--- config.mk ---
export PLATFORM = sky130hd
export DESIGN_NAME = input_debouncer
export DESIGN_NICKNAME = d
export VERILOG_FILES = /design/src/rtl/input_debouncer.sv
export SDC_FILE = /design/constraint.sdc
export NUM_CORES = 1
export LEC_CHECK = 0
export ABC_AREA = 1
export CORE_MARGIN = 5
export CORE_UTILIZATION = 55
export CTS_BUF_LIST = sky130_fd_sc_hd__clkbuf_8
export CTS_CLUSTER_SIZE = 16
export DETAILED_ROUTE_END_ITERATION = 10
export GPL_TIMING_DRIVEN = 1
export PLACE_DENSITY_LB_ADDON = 0.05
export SLEW_MARGIN = 25
export SYNTH_ARGS = -nofsm -noshare
export SYNTH_HDL_FRONTEND = slang
export SYNTH_SLANG_ARGS = --single-unit
export TNS_END_PERCENT = 50
--- constraint.sdc ---
create_clock -name clk -period 2.8 [get_ports clk]
set_input_delay 0.56 -clock clk [delete_from_list [all_inputs] [get_ports clk]]
set_output_delay 0.56 -clock clk [all_outputs]
set_load 0.02 [all_outputs]
--- src/rtl/input_debouncer.sv ---
// input_debouncer: synchronizes a raw asynchronous input, debounces it into
// a clean level, and produces one-cycle rise/fall pulses plus a saturating
// count of rising events.
// Optional feature macro: INPUT_DEBOUNCER_GLITCH_CNT_EN adds glitch_cnt_o,
// a saturating count of pending mismatches that die out before threshold.
module input_debouncer #(
    parameter int SYNC_STAGES     = 2,
    parameter int DEBOUNCE_CYCLES = 4,
    parameter int CNT_W           = 8
) (
    input  logic             clk,
    input  logic             reset,
    input  logic             raw_i,
    input  logic             clr_i,
    output logic             level_o,
    output logic             rise_o,
    output logic             fall_o,
    output logic [CNT_W-1:0] event_cnt_o
`ifdef INPUT_DEBOUNCER_GLITCH_CNT_EN
    ,
    output logic [7:0]       glitch_cnt_o
`endif
);

    localparam int              DB_W    = $clog2(DEBOUNCE_CYCLES + 1);
    localparam logic [DB_W-1:0] DB_LAST = DB_W'(DEBOUNCE_CYCLES - 1);
    localparam logic [CNT_W-1:0] EVT_MAX = '1;

    typedef enum logic {
        ST_STABLE  = 1'b0,
        ST_PENDING = 1'b1
    } state_e;

    logic [SYNC_STAGES-1:0] sync_q, sync_d;
    logic [DB_W-1:0]        db_cnt_q, db_cnt_d;
    logic                   level_q, level_d;
    logic                   rise_q, rise_d;
    logic                   fall_q, fall_d;
    logic [CNT_W-1:0]       event_cnt_q, event_cnt_d;
    state_e                 state_q, state_d;
    logic                   sync;

    assign sync = sync_q[SYNC_STAGES-1];

    // Synchronizer: shift raw_i through the chain; the last stage is "sync".
    always_comb begin
        sync_d = {sync_q[SYNC_STAGES-2:0], raw_i};
    end

    // Debounce counter and FSM next state: count consecutive mismatches,
    // flip the level at threshold, abort silently if the mismatch vanishes.
    always_comb begin
        // NOTE: every output of a combinational block gets a default first,
        // otherwise a path that skips an assignment infers a latch.
        db_cnt_d = db_cnt_q;
        level_d  = level_q;
        state_d  = state_q;
        rise_d   = 1'b0;
        fall_d   = 1'b0;
        if (sync == level_q) begin
            db_cnt_d = '0;
            state_d  = ST_STABLE;
        end else if (db_cnt_q == DB_LAST) begin
            level_d  = sync;
            db_cnt_d = '0;
            state_d  = ST_STABLE;
            rise_d   = sync;
            fall_d   = ~sync;
        end else begin
            db_cnt_d = db_cnt_q + DB_W'(1);
            state_d  = ST_PENDING;
        end
    end

    // Rising-event counter: saturating; clear wins but a coincident rise counts.
    always_comb begin
        event_cnt_d = event_cnt_q;
        if (clr_i) begin
            event_cnt_d = rise_d ? CNT_W'(1) : '0;
        end else if (rise_d && (event_cnt_q != EVT_MAX)) begin
            event_cnt_d = event_cnt_q + CNT_W'(1);
        end
    end

`ifdef INPUT_DEBOUNCER_GLITCH_CNT_EN
    logic       glitch_abort;
    logic [7:0] glitch_cnt_q, glitch_cnt_d;

    // A pending mismatch that disappears before threshold is a rejected glitch.
    assign glitch_abort = (state_q == ST_PENDING) && (sync == level_q);

    // Glitch counter: same saturation and clear priority as the event counter.
    always_comb begin
        glitch_cnt_d = glitch_cnt_q;
        if (clr_i) begin
            glitch_cnt_d = glitch_abort ? 8'd1 : 8'd0;
        end else if (glitch_abort && (glitch_cnt_q != 8'hFF)) begin
            glitch_cnt_d = glitch_cnt_q + 8'd1;
        end
    end

    // Glitch counter register.
    always_ff @(posedge clk or negedge reset) begin
        if (!reset) begin
            glitch_cnt_q <= 8'd0;
        end else begin
            glitch_cnt_q <= glitch_cnt_d;
        end
    end

    assign glitch_cnt_o = glitch_cnt_q;
`endif

    // All debouncer state, including the FSM, in one clocked block.
    always_ff @(posedge clk or negedge reset) begin
        if (!reset) begin
            // NOTE: the synchronizer chain is reset too, so a stale high
            // sample cannot leak through right after reset release.
            sync_q      <= '0;
            db_cnt_q    <= '0;
            level_q     <= 1'b0;
            rise_q      <= 1'b0;
            fall_q      <= 1'b0;
            event_cnt_q <= '0;
            state_q     <= ST_STABLE;
        end else begin
            // NOTE: non-blocking assignments so every flop samples the
            // pre-edge value of its neighbours, as real hardware does.
            sync_q      <= sync_d;
            db_cnt_q    <= db_cnt_d;
            level_q     <= level_d;
            rise_q      <= rise_d;
            fall_q      <= fall_d;
            event_cnt_q <= event_cnt_d;
            state_q     <= state_d;
        end
    end

    assign level_o     = level_q;
    assign rise_o      = rise_q;
    assign fall_o      = fall_q;
    assign event_cnt_o = event_cnt_q;

endmodule

* Word level (Yosys, flattened, before mapping) *
Cells that the tools add are included.

word-level totals
  input bits = 4
  output and inout port bits = 11
  word-level logic and storage cells = 25
  flip-flop bits (word level) = 16

operators by class
  $add $sub $neg = 2
  reductions and logical operators = 3
  bitwise logic cells = 2
  eq/ne operators = 3
  muxes and demuxes = 9

operators with widths
  cell                                                              number
  8-bit two-way mux                                                 2
  8-bit by 1-bit adder with 8-bit output (second input constant)    1
  8-bit inequality test (second input constant)                     1
  3-bit two-way mux                                                 2
  1-bit two-way mux                                                 5
  3-bit by 1-bit adder with 3-bit output (second input constant)    1
  3-bit by 2-bit == test with 1-bit output (second input constant)  1
  1-bit inverter                                                    2
  2-bit AND reduction                                               1
  2-bit nonzero test                                                1
  1-bit == test                                                     1
  1-bit logical AND                                                 1

* Logic depth before layout (Yosys ltp) *
Gate-level depths: netlist (run 1).

  word-level depth = 6
  gate-level depth with buffers = 9
  mapped depth without buffers = 9

* Least setup slack after synthesis (run 1) *
Ideal clock, no wire load.

  path type = register to register
  start = register event_cnt_q[1], in the netlist event_cnt_o[1]
  end = register event_cnt_q[4], in the netlist event_cnt_o[4]
  arrival = 1.246 ns
  data required time = 2.683 ns
  setup time = 0.117 ns
  stages on the path, launching flop included = 9
  path buffers = 0
  path slack = 1.436 ns
  clock period less this slack = 1.364 ns
  path through = dfrtp_1 ha_1 nand2_2 nor2_4 nand2_2 nand2_4 nand2_4 nand2_1 nand2_1

on the way
  cells in the longest elaborated chain, start to end = 3
  elaborated cells between the ends (all ways) = 6
  classes of those cells = add/sub (1); eq/ne (1); mux (2); reduce/logical (2)

RTL lines
  item                                                                                    line    text
  from (decl)                                                                             39      logic [CNT_W-1:0] event_cnt_q, event_cnt_d;
  from (signal assigned)                                                                  134     event_cnt_q <= event_cnt_d;
  8-bit by 1-bit adder with 8-bit output / 8-bit inequality test (equally long branches)  81, 80
  8-bit two-way mux / 1-bit logical AND (equally long branches)                           80      end else if (rise_d && (event_cnt_q != EVT_MAX)) begin
  8-bit two-way mux / 2-bit nonzero test (equally long branches)                          n/a

Several ways; a longest one is shown, not always the timed one. The select of a mux whose other input is x is not followed.
A chain may end at the register's enable or synchronous reset.

* Worst setup path in the final report (run 1) *
  start = register event_cnt_q[4], in the netlist event_cnt_o[4]
  end = output port event_cnt_o[4]

RTL lines
  item       line  text
  to (decl)  18    output logic [CNT_W-1:0] event_cnt_o

No word-level cell between the ends.

==> impl_results.md, run 1 <==
- Outcome: finished clean
- Synth area leader: dfrtp_1
- CTS Buf Count: 3
- Residual DRC count: 0
- Pwr/cell area: just under 600 nW/um2
- Worst setup margin: 0.848 ns
- Final Cycle Share: 69.7%
- Startpoint types: flip-flop
- Final Max Tran Viols: 0
- Vias in the first global route: between 600 and 700
- Ports: 15
- Critical Path AT: roughly 1.4 ns
- Final hold violations: 0
- Hold_buf cts: 0
- Dpl cells: ~130
- Layout cells sized above 1: 11.1%
- Post-synth top area share: roughly 49%
- Number of enable flip-flop cells after synthesis: 0
- WL/cell: 13.1 um
- Ys flop type: dfrtp_1
- Reg2reg start: event_cnt_o[0]$_DFFE_PN0P_
- Drt first pass iters: 4
- Crit. Startpoint: event_cnt_o[4]$_DFFE_PN0P_
- Clock slew at reported path FFs: ~0.070 ns
- Min Tclk post-route: ~2 ns
- Peak supply drop: roughly 0.50 mV
- Clk_skew: slightly below 0.007 ns
- Clk buf depth: 2
- Crit. End Element: output port
- Yosys cell types: 17
- Setup_tns: 0 ns
- WS Path Type: flip-flop to output port
- CP bufs+invs: 1
- Final net count: about 120
- Routed wire length: 1.75 mm
- Worst Tran Pin Value: between 0.7 and 0.8 ns
- Worst path cell trace: clkdlybuf4s50_1
- Count leader, synth: nand2_1
- Fill cell count: approximately 120
- Largest fanout on the critical path: 7
- Max Fclk: between 0.5 and 0.6 GHz
- Area grow syn2layout: 25.5%
- Die H: 48.7 um
- Vias: roughly 700
- Slew HR: just over 50%
- Worst path depth: 1
- CTS resizes: 0
- Cell Rows: 14
- Dpl hpwl: about 1.2 mm
- Ranking of synthesized cells by area: dfrtp_1 49%, nand2_1 12%, nand3_1 10%
- Initial Util: between 50% and 60%
- Slowest cell delay on critical path: ~0.66 ns
- Number of cells on the worst reg-to-reg path: 6
- Required time worst endpoint: roughly 2.2 ns
- Die area: 2370 um2
- Layout Cell Area excl Fill: between 1000 and 1500 um2
- Number of routed nets with antenna violations: 0
- P_leak: between 0.4 and 0.5 nW
- Synth Cell Area: just over 800 um2
- Non-Filler Instances: 133
- Iter 0 DRT Violations: 15
- First-pass GRT wire length: 3.18 mm
- Global-route usage over all layers: around 17%
- Antenna Cells: 0
- I/O Buffers: 14
- FF+latch area: between 400 and 500 um2
- Clk_lat worst skew: 0.26 ns
- Worst hold stages: 0
- Core box area: between 1000 and 1500 um2
- RSZ-0062 raised after global routing: false
- Post-synthesis cell count: 100
- Post-CTS Setup Repair Bufs: 0
- Most frequent cells after synthesis: 26 x nand2_1, 17 x nand3_1, 16 x dfrtp_1
- # setup viols final: 0
- Synth Net Count: roughly 110
- YS warnings: 0
- Hold_sp: sync_q[0]$_DFF_PN0_
- Chip width: 48.7 um
- Placement Setup Slack: about 1 ns
- Pwr Total: slightly above 0.0006 W
- Gp weighted congestion: roughly 0.84
- Clock Sinks: 16
- Crit-path leading delay family: buffers and inverters
- Seq/Total Area, Yosys: between 40 and 50%
- H-tree levels: 1
- Multi-input gate area: roughly 380 um2
- Post-synth ARST share: 100%
- Hold WC Path Type: flip-flop to flip-flop
- Largest net degree at the start of global routing: 17
- Vias/cell: roughly 5.3
- CTS tree: yes
- Initial antenna violation count: 0
- #FFs+latches synth: 16
- Average cell area after synthesis: roughly 8.2 um2
- Gr ovfl total: 0
- Placement Cell Area: between 900 and 1000 um2
- Clk root buf: clkbuf_8
- Number of max-cap violations: 0
- Crit-path slowest cell: clkdlybuf4s50_1
## cells by family after synthesis
kind of cell / Yosys count / synth area share (%)
simple gates: 64 / 36.6
buf+inv: 11 / 5.32
fa+ha+maj: 2 / 3.04
flops: 16 / 48.6
compound gates: 7 / 6.38
## path summary, 6_finish.rpt
kind | end | slack [ns]
hold / removal | sync_q[1]$_DFF_PN0_ | 0.37
min in group asynchronous | event_cnt_o[4]$_DFFE_PN0P_ | 0.73
setup / recovery | event_cnt_o[4] | 0.85
max in group asynchronous | sync_q[1]$_DFF_PN0_ | 1.61
setup reg to reg | event_cnt_o[5]$_DFFE_PN0P_ | 1.42
hold reg to reg | sync_q[1]$_DFF_PN0_ | 0.37
## sequential cells by signal (all words and copies together), names as in the netlist
register and count:
fall_o 1, event_cnt_o 8, db_cnt_q 3, level_o 1
rise_o 1, sync_q 2
## power by group
| group | leakage [nW] | switching, W | internal, W | total (W) |
|---|---|---|---|---|
| logic | 0.237 | 0.0000745 | 0.0000536 | 0.000128 |
| clock network | 0.0288 | 0.0000865 | 0.000125 | 0.000212 |
| registers | 0.213 | 0.0000194 | 0.000257 | 0.000276 |
| total | 0.480 | 0.000180 | 0.000436 | 0.000616 |
## through the flow
step,utilization [%],hold WS [ns]
5_1_grt,71.1,0.377
2_1_floorplan,-,0.264
6_report,71.1,0.369
3_5_place_dp,67.3,0.347
3_3_place_gp,67.3,0.336
4_1_cts,71.1,0.367
## cell type report
type | count | share of cell area, %
inverters | 10 | 3.75
flip-flops and latches | 16 | 38.7
well taps | 16 | 1.94
multi-input cells | 73 | 36.7
repair buffers | 14 | 13.6
clock buffers | 4 | 5.33
## layout by cell type (no fill, tap or decap)
master / count
clkinv_2: 1
ha_1: 2
nor2_4: 2
clkdlybuf4s50_1: 14
a21oi_1: 1
nand3_1: 17
clkbuf_8: 4
inv_1: 9
nor3_1: 4
o21bai_1: 3
a21oi_2: 1
dfrtp_1: 16
nand2_4: 2
nand2_1: 26
a21boi_2: 1
nor2_1: 11
nand2_2: 2
o21ai_0: 1
## per-layer routing
| metal | vias to the layer above | share of wire [%] | track usage [%] |
|---|---|---|---|
| li1 | 355 | - | - |
| met1 | 326 | 49 | 23.4 |
| met2 | 14 | 44 | 25.0 |
| met3 | 4 | 4.3 | 3.68 |
| met4 | 0 | 1.8 | 9.42 |
| met5 | - | 0 | 0 |
No activity file was read; power rests on OpenSTA's default activity.
==> run 2: changes to the inputs <==
--- a/config.mk
+++ b/config.mk
@@ -7,7 +7,7 @@
 export LEC_CHECK = 0
 export ABC_AREA = 1
 export CORE_MARGIN = 5
-export CORE_UTILIZATION = 55
+export CORE_UTILIZATION = 48
 export CTS_BUF_LIST = sky130_fd_sc_hd__clkbuf_8
 export CTS_CLUSTER_SIZE = 16
 export DETAILED_ROUTE_END_ITERATION = 10
==> constraint.sdc (replaced) <==
create_clock -name clk -period 1.7 [get_ports clk]
set_input_delay 0.34 -clock clk [delete_from_list [all_inputs] [get_ports clk]]
set_output_delay 0.34 -clock clk [all_outputs]
set_load 0.02 [all_outputs]
==> run 2 against run 1 <==
  * Wire length down 2.3%
  * Sequential power grew 66%
  * Combinational power up 70%
  * Highest routed layer unchanged
  * Via count increased by 0.29%
  * Critical path type unchanged
  * Critical endpoint is now event_cnt_o[3]
  * Largest power group unchanged
==> impl_results.md, run 2 (synthesis gave the netlist of run 1 again) <==
- Outcome: finished clean (unchanged)
- Layout cells sized above 1: 12.6% (was 11.1%)
- Post-CTS Setup Repair Bufs: 0 (unchanged)
- CP bufs+invs: 1 (unchanged)
- Clk_skew: 0.00953 ns (was 0.00679 ns)
- Placement Cell Area: 995 um2 (was 978 um2)
- Worst path depth: 1 (unchanged)
- Worst Tran Pin Value: 0.399 ns (was 0.718 ns)
- Clk buf depth: 2 (unchanged)
- Final hold violations: 0 (unchanged)
- P_leak: 0.545 nW (was 0.480 nW)
- Final Cycle Share: between 90% and 100%
- Internal: 0.000720 W (was 0.000436 W)
- Crit-path slowest cell: clkdlybuf4s50_1 (unchanged)
- CTS resizes: 0 (unchanged)
- Gr ovfl total: 0 (unchanged)
- Peak supply drop: 0.664 mV (was 0.504 mV)
- Final hold slack: 0.356 ns (was 0.369 ns)
- FF-to-FF End: event_cnt_o[2]$_DFFE_PN0P_ (was event_cnt_o[5]$_DFFE_PN0P_)
- Hold_buf cts: 0 (unchanged)
- Worst path cell trace: clkdlybuf4s50_1 (unchanged)
- Critical Path AT: 1.32 ns (was 1.39 ns)
- Number of cells on the worst reg-to-reg path: 8 (was 6)
- I/O Buffers: 14 (unchanged)
- Cell Rows: 15 (was 14)
- First-pass GRT wire length: 2.99 mm (was 3.18 mm)
- # setup viols final: 0 (unchanged)
- Crit. End Element: output port (unchanged)
- Drt first pass iters: 4 (unchanged)
- Final Max Tran Viols: 0 (unchanged)
- Capture point of the worst path: event_cnt_o[3] (was event_cnt_o[4])
- Number of max-cap violations: 0 (unchanged)
- Largest net degree at the start of global routing: 17 (unchanged)
- Largest fanout on the critical path: 5 (was 7)
- Hold WC Path Type: flip-flop to flip-flop (unchanged)
- Dpl hpwl: 1.26 mm (was 1.19 mm)
- RSZ-0062 raised after global routing: false (unchanged)
- Routed wire length: 1.71 mm (was 1.75 mm)
- Layout Cell Area excl Fill: 1060 um2 (was 1030 um2)
- WS Path Type: flip-flop to output port (unchanged)
- H-tree levels: 1 (unchanged)
- Max Fclk: 0.601 GHz
- Sequential power share: 45.0% (was 44.9%)
- Ports: 15 (unchanged)
- Clk pwr share: 33.5% (was 34.3%)
- Iter 0 DRT Violations: 21 (was 15)
- Area grow syn2layout: 28.4% (was 25.5%)
- Number of routed nets with antenna violations: 0 (unchanged)
- Gate power share: 21.5% (was 20.8%)
- Die area: 2640 um2 (was 2370 um2)
- Reg2reg start: event_cnt_o[1]$_DFFE_PN0P_ (was event_cnt_o[0]$_DFFE_PN0P_)
- Vias/cell: 5.15 (was 5.26)
- Initial Util: 49.3% (was 56.6%)
- Required time worst endpoint: 1.36 ns (was 2.24 ns)
- Crit-path leading delay family: buffers and inverters (unchanged)
- Die H: 51.4 um (was 48.7 um)
- Vias: 701 (was 699)
- Vias in the first global route: 682 (was 676)
- Clk root buf: clkbuf_8 (unchanged)
- WL/cell: 12.5 um (was 13.1 um)
- Slowest cell delay on critical path: 0.64 ns (was 0.66 ns)
- Core box area: 1670 um2 (was 1450 um2)
- Max reg flops: 8 (unchanged)
- Min Tclk post-route: 1.66 ns
- Pwr/cell area: 960 nW/um2 (was 596 nW/um2)
- Antenna Cells: 0 (unchanged)
- Flop2flop setup slack: 0.30 ns (was 1.42 ns)
- Chip width: 51.4 um (was 48.7 um)
- Crit. Startpoint: event_cnt_o[3]$_DFFE_PN0P_ (was event_cnt_o[4]$_DFFE_PN0P_)
- Most common cell after layout, fill and taps aside: nand2_1 (unchanged)
- Initial antenna violation count: 0 (unchanged)
- Sw Ratio: 29.1% (was 29.3%)
- Slew HR: 73.3% (was 52.0%)
- Pwr Total: 0.00102 W (was 0.000616 W)
- Residual DRC count: 0 (unchanged)
- Final net count: 126 (was 124)
- Setup_tns: 0 ns (unchanged)
- Psw: 0.000295 W (was 0.000180 W)
- Clock slew at reported path FFs: 0.07 ns (about the same)
- CTS tree: yes (unchanged)
- Gp weighted congestion: 0.839 (was 0.841)
- CTS Buf Count: 3 (unchanged)
- Startpoint types: flip-flop (unchanged)
- Global-route usage over all layers: 15.4% (was 17.1%)
- Most frequent cells in the layout: 26 x nand2_1, 17 x nand3_1, 16 x dfrtp_1 (unchanged)
- Clk_lat worst skew: 0.25 ns (was 0.26 ns)
- Clock Sinks: 16 (unchanged)
[run 2: cell count changes in the layout (fill, tap and decap cells not counted)]
cell,before,now
clkdlybuf4s50_1,14,11
dlymetal6s2s_1,0,3
buf_4,0,2
[run 2: layer usage]
layer  vias up  wire length, um  global-route usage, %
li1        360                -                      -
met1       321              865                   21.5
met2        18              734                   21.8
met3         2               83                   3.21
met4         0               21                   8.73
met5         -                0                      0
[run 2: worst reg2reg max path, cell delays in order (launching register included)]
cell and delay [ns]:
dfrtp_1 0.42, ha_1 0.22, nand2_2 0.11, nor2_4 0.14
nand2_2 0.08, nand2_4 0.12, nand2_4 0.07, nand2_1 0.07
nand2_1 0.05
[run 2: cell type report]
cell class	count	area, um2
fill	147	613
timing repair buffer	16	163
tap	17	21.3
inverter	10	38.8
multi-input combinational	73	379
sequential	16	400
clock buffer	4	55.1
[run 2: how the worst min path moves through the flow]
stage | end | cells after the start | slack, ns | from
after detailed placement | sync_q[1]$_DFF_PN0_ | 0 | 0.34 | sync_q[0]$_DFF_PN0_
final | sync_q[1]$_DFF_PN0_ | 0 | 0.36 | sync_q[0]$_DFF_PN0_
after global routing | sync_q[1]$_DFF_PN0_ | 0 | 0.37 | sync_q[0]$_DFF_PN0_
after floorplan | db_cnt_q[0]$_DFF_PN0_ | 0 | 0.04 | reset
after CTS | sync_q[1]$_DFF_PN0_ | 0 | 0.36 | sync_q[0]$_DFF_PN0_
after global placement | sync_q[1]$_DFF_PN0_ | 0 | 0.34 | sync_q[0]$_DFF_PN0_
[run 2: through the flow]
stage | worst slack [ns] | instances | util, %
2_1_floorplan | 0.336 | 100 | -
3_3_place_gp | 0.266 | 132 | 59.6
3_5_place_dp | 0.212 | 132 | 59.6
4_1_cts | 0.0282 | 136 | 62.8
5_1_grt | 0.00580 | 136 | 63.3
6_report | 0.0356 | 136 | 63.3
[run 2: power by group through the flow]
stage,Clock (W),Sequential (W),Combinational [W]
after floorplan,0,0.000487,0.000103
after global placement,0,0.000461,0.000213
after detailed placement,0,0.000464,0.000222
after CTS,0.000343,0.000457,0.000222
after global routing,0.000367,0.000461,0.000242
final,0.000340,0.000457,0.000218
